--- src/rtl/gbf_pkg.sv ---
// Shared definitions for the global-buffer loader and controller:
// FSM encoding, buffer identifiers and default widths.
package gbf_pkg;

  localparam int GBF_DATA_BW_DEF = 256;
  localparam int GBF_ADDR_BW_DEF = 5;
  localparam int GBF_DEPTH_DEF   = 32;
  localparam int TILE_CNT_BW_DEF = 16;

  typedef enum logic [1:0] {
    IDLE   = 2'd0,
    SELECT = 2'd1,
    FILL   = 2'd2,
    DONE   = 2'd3
  } state_t;

  typedef enum logic {
    BUF1 = 1'b0,
    BUF2 = 1'b1
  } buf_t;

  function automatic buf_t other_buf(input buf_t b);
    return (b == BUF1) ? BUF2 : BUF1;
  endfunction

endpackage

--- src/rtl/gbf_wr_port.sv ---
// Registered port-a write demux: one accepted stream word becomes a write
// on the selected buffer's port in the following cycle.
module gbf_wr_port
  import gbf_pkg::*;
#(
  parameter int DATA_W = GBF_DATA_BW_DEF,
  parameter int ADDR_W = GBF_ADDR_BW_DEF
) (
  input  logic              clk,
  input  logic              reset,
  input  logic              wr,
  input  buf_t              sel,
  input  logic [ADDR_W-1:0] addr,
  input  logic [DATA_W-1:0] data,
  output logic              en1a,
  output logic              we1a,
  output logic [ADDR_W-1:0] addr1a,
  output logic [DATA_W-1:0] w_data1a,
  output logic              en2a,
  output logic              we2a,
  output logic [ADDR_W-1:0] addr2a,
  output logic [DATA_W-1:0] w_data2a
);

  logic wr1, wr2;

  assign wr1 = wr && (sel == BUF1);
  assign wr2 = wr && (sel == BUF2);

  always_ff @(posedge clk) begin
    if (reset) begin
      en1a     <= 1'b0;
      we1a     <= 1'b0;
      addr1a   <= '0;
      w_data1a <= '0;
      en2a     <= 1'b0;
      we2a     <= 1'b0;
      addr2a   <= '0;
      w_data2a <= '0;
    end else begin
      en1a <= wr1;
      we1a <= wr1;
      en2a <= wr2;
      we2a <= wr2;
      // address/data hold their last written value between writes
      if (wr1) begin
        addr1a   <= addr;
        w_data1a <= data;
      end
      if (wr2) begin
        addr2a   <= addr;
        w_data2a <= data;
      end
    end
  end

endmodule

--- src/rtl/gbf_loader.sv ---
// Streams tiles into a double-buffered global buffer, filling whichever
// buffer the controller requests and flagging it ready when complete.
module gbf_loader
  import gbf_pkg::*;
#(
  parameter int GBF_DATA_BITWIDTH = GBF_DATA_BW_DEF,
  parameter int GBF_ADDR_BITWIDTH = GBF_ADDR_BW_DEF,
  parameter int GBF_DEPTH         = GBF_DEPTH_DEF,
  parameter int TILE_CNT_BITWIDTH = TILE_CNT_BW_DEF
) (
  input  logic                         clk,
  input  logic                         reset,
  input  logic                         start,
  input  logic [TILE_CNT_BITWIDTH-1:0] cfg_num_tiles,
  input  logic [GBF_ADDR_BITWIDTH:0]   cfg_fill_words,
  input  logic                         s_valid,
  input  logic [GBF_DATA_BITWIDTH-1:0] s_data,
  output logic                         s_ready,
  input  logic                         need_data1,
  input  logic                         need_data2,
  output logic                         en1a,
  output logic                         we1a,
  output logic                         en2a,
  output logic                         we2a,
  output logic [GBF_ADDR_BITWIDTH-1:0] addr1a,
  output logic [GBF_ADDR_BITWIDTH-1:0] addr2a,
  output logic [GBF_DATA_BITWIDTH-1:0] w_data1a,
  output logic [GBF_DATA_BITWIDTH-1:0] w_data2a,
  output logic                         buf1_ready,
  output logic                         buf2_ready,
  output logic                         data_avail,
  output logic                         busy
);

  localparam int FW = GBF_ADDR_BITWIDTH + 1;

  state_t                         state, state_n;
  logic [TILE_CNT_BITWIDTH-1:0]   num_tiles, tile_cnt;
  logic [FW-1:0]                  fill_words;
  logic [GBF_ADDR_BITWIDTH-1:0]   word_cnt;
  buf_t                           cur_buf, nxt_buf, sel_buf;
  logic                           rel1, rel2;
  logic                           elig1, elig2, sel_go, hs, last, final_tile;

  // A ready buffer becomes refillable only after its need has dropped and
  // risen again, so a need held high across a completed tile never refills it.
  assign elig1 = need_data1 && (!buf1_ready || rel1);
  assign elig2 = need_data2 && (!buf2_ready || rel2);

  assign s_ready    = (state == FILL);
  assign busy       = (state != IDLE);
  assign hs         = s_valid && s_ready;
  assign last       = hs && (({1'b0, word_cnt} == fill_words - FW'(1)) ||
                             ({1'b0, word_cnt} == FW'(GBF_DEPTH - 1)));
  assign final_tile = ((tile_cnt + TILE_CNT_BITWIDTH'(1)) == num_tiles);

  always_comb begin
    state_n = state;
    sel_go  = 1'b0;
    sel_buf = nxt_buf;
    unique case (state)
      IDLE:   if (start) state_n = (cfg_num_tiles == '0) ? DONE : SELECT;
      SELECT: begin
        if (elig1 && elig2) begin
          sel_go  = 1'b1;
          sel_buf = nxt_buf;
        end else if (elig1) begin
          sel_go  = 1'b1;
          sel_buf = BUF1;
        end else if (elig2) begin
          sel_go  = 1'b1;
          sel_buf = BUF2;
        end
        if (sel_go) state_n = FILL;
      end
      FILL:   if (last) state_n = final_tile ? DONE : SELECT;
      DONE:   state_n = IDLE;
      default: state_n = IDLE;
    endcase
  end

  always_ff @(posedge clk) begin
    if (reset) begin
      state      <= IDLE;
      num_tiles  <= '0;
      fill_words <= '0;
      tile_cnt   <= '0;
      word_cnt   <= '0;
      cur_buf    <= BUF1;
      nxt_buf    <= BUF1;
      buf1_ready <= 1'b0;
      buf2_ready <= 1'b0;
      rel1       <= 1'b0;
      rel2       <= 1'b0;
      data_avail <= 1'b0;
    end else begin
      state <= state_n;
      if (state == IDLE && start) begin
        num_tiles  <= cfg_num_tiles;
        fill_words <= cfg_fill_words;
        tile_cnt   <= '0;
        data_avail <= (cfg_num_tiles != '0);
      end
      if (sel_go) begin
        cur_buf  <= sel_buf;
        nxt_buf  <= other_buf(sel_buf);
        word_cnt <= '0;
      end
      if (hs) word_cnt <= word_cnt + GBF_ADDR_BITWIDTH'(1);
      if (last) begin
        tile_cnt <= tile_cnt + TILE_CNT_BITWIDTH'(1);
        if (final_tile) data_avail <= 1'b0;
      end
      if (sel_go && sel_buf == BUF1)     buf1_ready <= 1'b0;
      else if (last && cur_buf == BUF1)  buf1_ready <= 1'b1;
      if (sel_go && sel_buf == BUF2)     buf2_ready <= 1'b0;
      else if (last && cur_buf == BUF2)  buf2_ready <= 1'b1;
      if (sel_go && sel_buf == BUF1)     rel1 <= 1'b0;
      else if (buf1_ready && !need_data1) rel1 <= 1'b1;
      if (sel_go && sel_buf == BUF2)     rel2 <= 1'b0;
      else if (buf2_ready && !need_data2) rel2 <= 1'b1;
    end
  end

  gbf_wr_port #(
    .DATA_W (GBF_DATA_BITWIDTH),
    .ADDR_W (GBF_ADDR_BITWIDTH)
  ) u_wr_port (
    .clk      (clk),
    .reset    (reset),
    .wr       (hs),
    .sel      (cur_buf),
    .addr     (word_cnt),
    .data     (s_data),
    .en1a     (en1a),
    .we1a     (we1a),
    .addr1a   (addr1a),
    .w_data1a (w_data1a),
    .en2a     (en2a),
    .we2a     (we2a),
    .addr2a   (addr2a),
    .w_data2a (w_data2a)
  );

endmodule

--- config.mk ---
export PLATFORM = sky130hd
export DESIGN_NAME = gbf_loader
export DESIGN_NICKNAME = d
export VERILOG_FILES = /design/src/rtl/gbf_pkg.sv /design/src/rtl/gbf_wr_port.sv /design/src/rtl/gbf_loader.sv
export SDC_FILE = /design/constraint.sdc
export NUM_CORES = 1
export LEC_CHECK = 0
export ABC_AREA = 1
export ABC_CLOCK_PERIOD_IN_PS = 3000
export CORE_AREA = 2 2 315 317
export CTS_CLUSTER_DIAMETER = 50
export DETAILED_ROUTE_END_ITERATION = 7
export DIE_AREA = 0 0 317 319
export GPL_TIMING_DRIVEN = 0
export SLEW_MARGIN = 0
export SYNTH_ARGS = -nofsm -noshare
export SYNTH_HDL_FRONTEND = slang
export SYNTH_SLANG_ARGS = --single-unit
export TNS_END_PERCENT = 20
--- constraint.sdc ---
create_clock -name clk -period 3 [get_ports clk]
set_input_delay 0.6 -clock clk [delete_from_list [all_inputs] [get_ports clk]]
set_output_delay 0.6 -clock clk [all_outputs]
set_load 0.005 [all_outputs]
Word-level counts from Yosys, hierarchy flattened --
Index checks and enable logic that the tools add are counted.
Storage, ports and cells: flip-flop bits (word level) 576, output and inout port bits 531, logic and storage cells 85
Cells by class: $add $sub $neg 3, eq/ne operators 9, mux-type cells 23, bitwise operators 2, reduce and logical (&&, ||, !) cells 30
Operator list (count):
- two-way mux 16 bit | 2
- adder 16 x 1 -> 16 bit (second input constant) | 1
- equality test 16 bit | 1
- zero test 16 bit | 1
- nonzero test 16 bit | 1
- logical AND 1 bit | 14
- two-way mux 1 bit | 13
- two-way mux 2 bit | 5
- two-way mux 5 bit | 2
- one-hot mux 2 bit (4 select lines) | 1
- equality test 5 x 6 -> 1 bit | 1
- nonzero test 2 bit | 3
- subtractor 6 x 1 -> 6 bit (second input constant) | 1
- adder 5 x 1 -> 5 bit (second input constant) | 1
- equality test 5 bit (second input constant) | 1
- equality test 2 bit (second input constant) | 2
- zero test 1 bit | 4
- inequality test 2 bit (second input constant) | 2
- OR reduction 2 bit | 2
- logical OR 1 bit | 3
- AND reduction 3 bit | 1
- equality test 2 x 1 -> 1 bit (second input constant) | 1
- zero test 2 bit | 1
- inequality test 2 x 1 -> 1 bit (second input constant) | 1
- NOT 1 bit | 2

Logic depth before layout (Yosys ltp) --
Gate-level depths: netlist of run 1.
depth in word-level cells 10, mapped depth 15

Hierarchy --
A second synthesis of run 1 with hierarchy kept.
Second synthesis, totals: cell total of the unflattened synthesis 3319, area, all modules 23596.4 µm²
By module, submodules not included:
- gbf_wr_port | instances 1, cells each 2850, area each 20632.3 µm²
- gbf_loader | instances 1, cells each 469, area each 2964.1 µm²

Worst setup path after synthesis of run 1 --
Ideal clock, no wire load.
path kind flip-flop to flip-flop, start reg fill_words[0], end reg tile_cnt[10], setup time 70 ps, arrival 1741 ps, path slack 1189 ps, stages on the path, launching flop included 14, buffers on the path 1, cell sequence dfxtp_1 -> inv_1 -> ha_1 -> or2_2 -> nand4_1 -> nor3_1 -> nand2_1 -> nand2_1 -> nand2_2 -> nand2_1 -> inv_2 -> buf_4 -> nand2_1 -> a21oi_1
Between the ends: word-level cells in the longest chain between the ends 5, elaborated cells between the ends (all ways) 6, those cells by class add/sub (1); eq/ne (1); mux (1); reduce/logical (3)
Ends and longest elaborated chain:
- start, declared | RTL line gbf_loader.sv:39 | logic [FW-1:0] fill_words;
- start signal, assigned | RTL line gbf_loader.sv:100 | fill_words <= cfg_fill_words;
- subtractor 6 x 1 -> 6 bit * | RTL line gbf_loader.sv:53 | assign last = hs && (({1'b0, word_cnt} == fill_words - FW'(1)) ||
- equality test 5 x 6 -> 1 bit * | RTL line gbf_loader.sv:53
- logical OR 1 bit * | RTL line gbf_loader.sv:53
- logical AND 1 bit * | RTL line gbf_loader.sv:53
- two-way mux 16 bit or nonzero test 2 bit (tied branches)
- end signal, assigned | RTL line gbf_loader.sv:111 | tile_cnt <= tile_cnt + TILE_CNT_BITWIDTH'(1);
- end, declared | RTL line gbf_loader.sv:38 | logic [TILE_CNT_BITWIDTH-1:0] num_tiles, tile_cnt;
Every way passes the cells marked *; elsewhere a longest branch is shown, timed or not. A chain may end at the register's enable or synchronous reset.

Final worst setup path of run 1 --
start reg cur_buf, end reg u_wr_port.w_data2a[170]
Between the ends: word-level cells in the longest chain between the ends 1
Ends and longest elaborated chain:
- start, declared | RTL line gbf_loader.sv:41 | buf_t cur_buf, nxt_buf, sel_buf;
- start signal, assigned | RTL line gbf_loader.sv:105 | cur_buf <= sel_buf;
- logical AND 1 bit | RTL line gbf_wr_port.sv:28 | assign wr2 = wr && (sel == BUF2);
- end signal, assigned | RTL line gbf_wr_port.sv:52 | w_data2a <= data;
- end, declared | RTL line gbf_wr_port.sv:22 | output logic [DATA_W-1:0] w_data2a
No other way between the ends.

==> impl_metrics.tcl, run 1 <==
set metrics [dict create \
    setup_slack_ns 0.261 \
    track_usage 0.198 \
    hp-class "register to register" \
    arrival_ns 3.30 \
    gp_congestion 0.899 \
    critPathKind "register to register" \
    fillCellCount 10185 \
    r2r_slack_ns 0.26 \
    ys_seq_elements 576 \
    h-tree-depth 3 \
    regArea_sq_um 11500 \
    max_freq_mhz 365 \
    rows 115 \
    cp_max_fo 10 \
    synth_compound_area_frac 0.145 \
    synth.cell_area_sq_um 21200 \
    synth_mux_area_frac 0 \
    firstDrtPassIters 5 \
    critical_path.slowest_cell "clkbuf_1" \
    synth_area_per_cell_sq_um 7.73 \
    cts_made_buffers 81 \
    finalHoldViolations 0 \
    outcome "complete, no violations" \
    cellPowerDensity_nw_per_um2 577 \
    final_nets 3927 \
    multi_input_area_sq_um 8490 \
    hpwlAfterDp_um 80300 \
    crit_chain "clkbuf_1, buf_2, clkbuf_1, clkbuf_2, nand3_1, a21oi_1" \
    drt_iter0_markers 1625 \
    die-area_sq_um 101000 \
    synth_top_family_by_area "simple AND/OR/NAND/NOR gates" \
    period_share 0.913 \
    fin_crit_ns 2.74 \
    cap_violations 0 \
    synth_adder_area_share 0.00236 \
    setup_violations 0 \
    postPlaceCellArea_sq_um 30900 \
    ios 815 \
    grt_setup_unrepaired "no" \
    finClkSkew_ns 0.0285 \
    synth_nets 3030 \
    end_kind "register" \
    grt_pass1_wl_um 147000 \
    die_x_um 317 \
    cp.required_ns 3.56 \
    remaining_drc_errors 0 \
    routed_wl_um 104000 \
    wl_per_cell_um 20.8 \
    max_stage_delay_ns 0.60 \
    fp.dieH_um 319 \
    ctsRootBufferMaster "clkbuf_16" \
    postRouteAntennaNets 0 \
    layout_common_cells "clkdlybuf4s50_1, dfxtp_1, nor2_1, nand2_1, a21oi_1" \
    synth-xor-area-share 0.00478 \
    clock_latency_ns 0.65 \
    yosysUniqueCellTypes 34 \
    slew_headroom 0.239 \
    pre_cts_ws_ns -0.699 \
    yosys_warnings 0 \
    final_common_cell "clkdlybuf4s50_1" \
    grt_pass1_vias 21762 \
    ir_drop_mv 0.329 \
    clkTransAtPathRegs_ns 0.06 \
    clockBufferDepth 3 \
    routed_via_density 4.52 \
    fp.coreArea_sq_um 97700 \
    cts.sinks 576 \
    cp_common_cell "clkbuf_1" \
    syn_to_final_growth_pct 59.1 \
    placement.io_buffers 814 \
    antenna_found_initial 7 \
    grt_overflow 0 \
    slew_violations 0 \
    grt_max_degree 13 \
    startpoint_type "register" \
    cellLeakagePower_nw 12.4 \
    cts_tree "yes" \
    start_util 0.217 \
    vias 22568 \
    tightest_slew_ns 1.14 \
    synthSimpleGateAreaFrac 0.248 \
    syn_inst 2742 \
    synth-seq-area-share 0.544 \
    drive_gt1_frac 0.0678 \
    ctsHoldBuffers 0 \
    design_area_sq_um 33700 \
    cts_setup_buffers 0 \
]
## metrics by stage
stage               utilization  cells  hold slack [ns]  setup TNS, ns  power [mW]
finish                    0.345   4995            0.457              0        19.4
global route              0.345   4992            0.471              0        20.1
CTS                       0.345   4989            0.460              0        19.6
detailed placement        0.317   4843            0.452        -151.38        9.81
global placement          0.317   4843            0.447        -203.68        9.81
floorplan                     -   2742            0.444              0        8.66
## sequential cells by signal (all words and copies together), names as in the netlist
name                count
u_wr_port.en1a          1
u_wr_port.en2a          1
rel2                    1
u_wr_port.w_data1a    256
word_cnt                5
buf1_ready              1
data_avail              1
fill_words              6
u_wr_port.w_data2a    256
u_wr_port.addr1a        5
nxt_buf                 1
rel1                    1
u_wr_port.addr2a        5
state                   2
buf2_ready              1
num_tiles              16
cur_buf                 1
tile_cnt               16
## kinds of logic (layout without fill, tap and decap cells)
logic type | after synthesis | after routing
xor+xnor | 10 | 10
simple gates | 1267 | 1267
buf+inv | 275 | 1235
fa+ha+maj | 4 | 4
other cells | 0 | 6
compound gates | 610 | 610
flops | 576 | 576
## synth_stat cells, drive strengths merged
| cell type | count | area (sq um) |
|---|---|---|
| xnor2 | 3 | 26.3 |
| nand2 | 372 | 1410 |
| xor2 | 6 | 52.6 |
| clkbuf | 127 | 477 |
| nand3 | 306 | 1540 |
| ha | 4 | 50.1 |
| a21oi | 310 | 1560 |
| nor3 | 4 | 25.0 |
| nand4 | 12 | 75.1 |
| xnor3 | 1 | 22.5 |
| nor2 | 565 | 2160 |
| buf | 89 | 463 |
| o21ai | 293 | 1470 |
| o211ai | 2 | 15.0 |
| or2 | 2 | 12.5 |
| nand3b | 2 | 15.0 |
| o22ai | 1 | 6.26 |
| dlygate4sd1 | 1 | 8.76 |
| nor4 | 4 | 25.0 |
| a31oi | 1 | 6.26 |
| dfxtp | 576 | 11500 |
| o21bai | 3 | 26.3 |
| inv | 58 | 218 |
## report_power, final
part	internal, mW	total [mW]	switching, mW
Clock	5.91	9.78	3.87
Sequential	7.84	7.95	0.110
Combinational	0.778	1.71	0.930
## worst max-delay path, delay by kind of cell, from the launching register on
kind / cells / cell delay [ns]
buffers and inverters: 4 / 1.85
AND/OR/NAND/NOR: 1 / 0.27
flip-flops: 1 / 0.32
AO/OA/AOI/OAI: 1 / 0.22
## what timing repair did
item / 4_1_cts / 5_1_grt
endpoints found under the setup margin: 6 / 38
pin swaps: 0 / 0
resized for setup: 2 / 1
## path summary, 6_finish.rpt
path | endpoint | depth (start not counted) | start
worst max-delay path | u_wr_port.w_data2a[170] | 6 | cur_buf
worst min-delay path | u_wr_port.w_data2a[168] | 2 | u_wr_port.w_data2a[168]
worst max register to register | u_wr_port.w_data2a[170] | 6 | cur_buf
worst min register to register | u_wr_port.w_data2a[168] | 2 | u_wr_port.w_data2a[168]
## per-layer routing
layer / track usage / part of all wire / vias to the layer above
li1: - / - / 10890
met1: 0.245 / 0.41 / 10613
met2: 0.316 / 0.46 / 903
met3: 0.0568 / 0.085 / 162
met4: 0.0884 / 0.042 / 0
met5: 0 / 0 / -
## final cells by class
type / count / area share
multi-input cells: 1891 / 0.252
diodes: 6 / 0.000446
inverters: 58 / 0.00646
clock inverters: 47 / 0.0170
repair buffers: 814 / 0.242
flip-flops and latches: 576 / 0.342
well taps: 1287 / 0.0478
clock buffers: 99 / 0.0642
plain buffers: 217 / 0.0283
No activity file was read; power rests on OpenSTA's default activity.
==> run 2: changes to the inputs <==
--- a/config.mk
+++ b/config.mk
@@ -7,10 +7,11 @@
 export LEC_CHECK = 0
 export ABC_AREA = 1
 export ABC_CLOCK_PERIOD_IN_PS = 3000
-export CORE_AREA = 2 2 315 317
+export CORE_AREA = 2 2 318 320
+export CTS_BUF_LIST = sky130_fd_sc_hd__clkbuf_4
 export CTS_CLUSTER_DIAMETER = 50
 export DETAILED_ROUTE_END_ITERATION = 7
-export DIE_AREA = 0 0 317 319
+export DIE_AREA = 0 0 320 322
 export GPL_TIMING_DRIVEN = 0
 export SLEW_MARGIN = 0
 export SYNTH_ARGS = -nofsm -noshare
==> run 2 against run 1 <==
- final area is 1.3% lower
- non-clock buffer count is 20 higher
- via count is 3.2% higher
- final cell count is 3.3% higher
- critical path type is now register to output port
- critical endpoint is now s_ready
- largest cell class unchanged
- highest routed layer is now met5
==> impl_metrics.tcl, run 2 (synthesis results as in run 1) <==
set metrics [dict create \
    ios 815 \
    grt_max_degree 17 \
    rows 116 \
    ctsRootBufferMaster "clkbuf_4" \
    fin_setup_tns_ns 0 \
    whs_ns 0.184 \
    cellPowerDensity_nw_per_um2 519 \
    hpwlAfterDp_um 79100 \
    postRouteAntennaNets 0 \
    min_path_cells 3 \
    cts.sinks 576 \
    cp_max_fo 5 \
    min_from "s_data[12]" \
    routed_wl_um 104000 \
    layout_common_cells "clkdlybuf4s50_1, dfxtp_1, nor2_1, nand2_1, a21oi_1" \
    drt_iter0_markers 1389 \
    finClkSkew_ns 0.0561 \
    firstDrtPassIters 5 \
    clkTransAtPathRegs_ns 0.06 \
    slew_violations 0 \
    slew_headroom 0.140 \
    r2r_slack_ns 0.25 \
    grt_setup_unrepaired "no" \
    hp-class "input pin to register" \
    final_cells 5158 \
    p_total_mw 17.3 \
    design_area_sq_um 33300 \
    h-tree-depth 4 \
    grt_overflow 0 \
    syn_to_final_growth_pct 57.1 \
    r2r-end "u_wr_port.w_data1a[85]" \
    end_kind "output port" \
    final_nets 4029 \
    drive_gt1_frac 0.0962 \
    wl_per_cell_um 20.2 \
    post-route-util 0.334 \
    crit_path_start "state[1]" \
    start_util 0.213 \
    antenna_found_initial 8 \
    setup_slack_ns 0.216 \
    die-area_sq_um 103000 \
    max_freq_mhz 359 \
    grt_pass1_wl_um 149000 \
    largest_registers "u_wr_port.w_data1a x256, u_wr_port.w_data2a x256" \
    pre_cts_ws_ns -0.523 \
    final_common_cell "clkdlybuf4s50_1" \
    cts_setup_buffers 0 \
    postPlaceCellArea_sq_um 31000 \
    vias 23301 \
    cap_violations 0 \
    dpl.cell_count 4854 \
    setup_violations 0 \
    ff2ff_path_depth 9 \
    outcome "complete, no violations" \
    period_share 0.928 \
    clock_latency_ns 1.03 \
    die_x_um 320 \
    fp.dieH_um 322 \
    arrival_ns 2.18 \
    clockBufferDepth 3 \
    routed_via_density 4.52 \
    fp.coreArea_sq_um 99600 \
    gp_congestion 0.916 \
    cts_tree "yes" \
    cp.required_ns 2.40 \
    placement.io_buffers 814 \
    grt_pass1_vias 22675 \
    tightest_slew_ns 1.29 \
    startpoint_type "register" \
    remaining_drc_errors 0 \
    cts_made_buffers 163 \
    hold_path_end "u_wr_port.w_data2a[12]" \
    critPathKind "register to output port" \
    ir_drop_mv 0.301 \
    r2r_start "state[1]" \
    track_usage 0.194 \
    finalHoldViolations 0 \
    fin_crit_ns 2.78 \
    cellLeakagePower_nw 12.4 \
]
## run 2: report_power, final
part           leakage, nW  total (mW)  internal (mW)  switching [mW]
Combinational         6.54        1.73          0.795           0.937
Clock                 1.24        7.60           4.02            3.59
Sequential            4.65        7.94           7.83           0.106
Total                 12.4        17.3           12.6            4.63
## run 2: worst max path at each step
stage                                    to  slack, ns
floorplan                      tile_cnt[10]       1.19
global placement    u_wr_port.w_data1a[173]      -0.90
detailed placement            num_tiles[14]      -0.52
CTS                            w_data2a[79]       0.01
global route                        s_ready       0.02
finish                              s_ready       0.22
## run 2: worst max-delay path, stage by stage (launching register included)
cell and delay (ns):
dfxtp_1 0.37, inv_1 0.08, nor2_4 0.15, clkdlybuf4s50_1 0.57
## run 2: cell type report
cell class,instances,area [sq um]
Antenna cell,5,12.5
Buffer,217,952
Clock buffer,235,1760
Clock inverter,44,332
Fill cell,10605,66300
Inverter,58,218
Multi-Input combinational cell,1891,8490
Sequential cell,576,11500
Tap cell,1298,1620
Timing Repair Buffer,834,8350
## run 2: per-layer routing
metal | vias up | part of all wire | track usage
met5 | - | 0.000096 | 0
met4 | 2 | 0.038 | 0.0866
met3 | 209 | 0.085 | 0.0646
met2 | 940 | 0.48 | 0.322
met1 | 11000 | 0.40 | 0.227
li1 | 11150 | - | -
## run 2: timing repair
action / 4_1_cts / 5_1_grt
hold buffers: 20 / 0
gates resized for setup: 3 / 2
hold endpoints to repair: 29 / 0
setup endpoints to repair: 3 / 2
gates cloned: 0 / 0
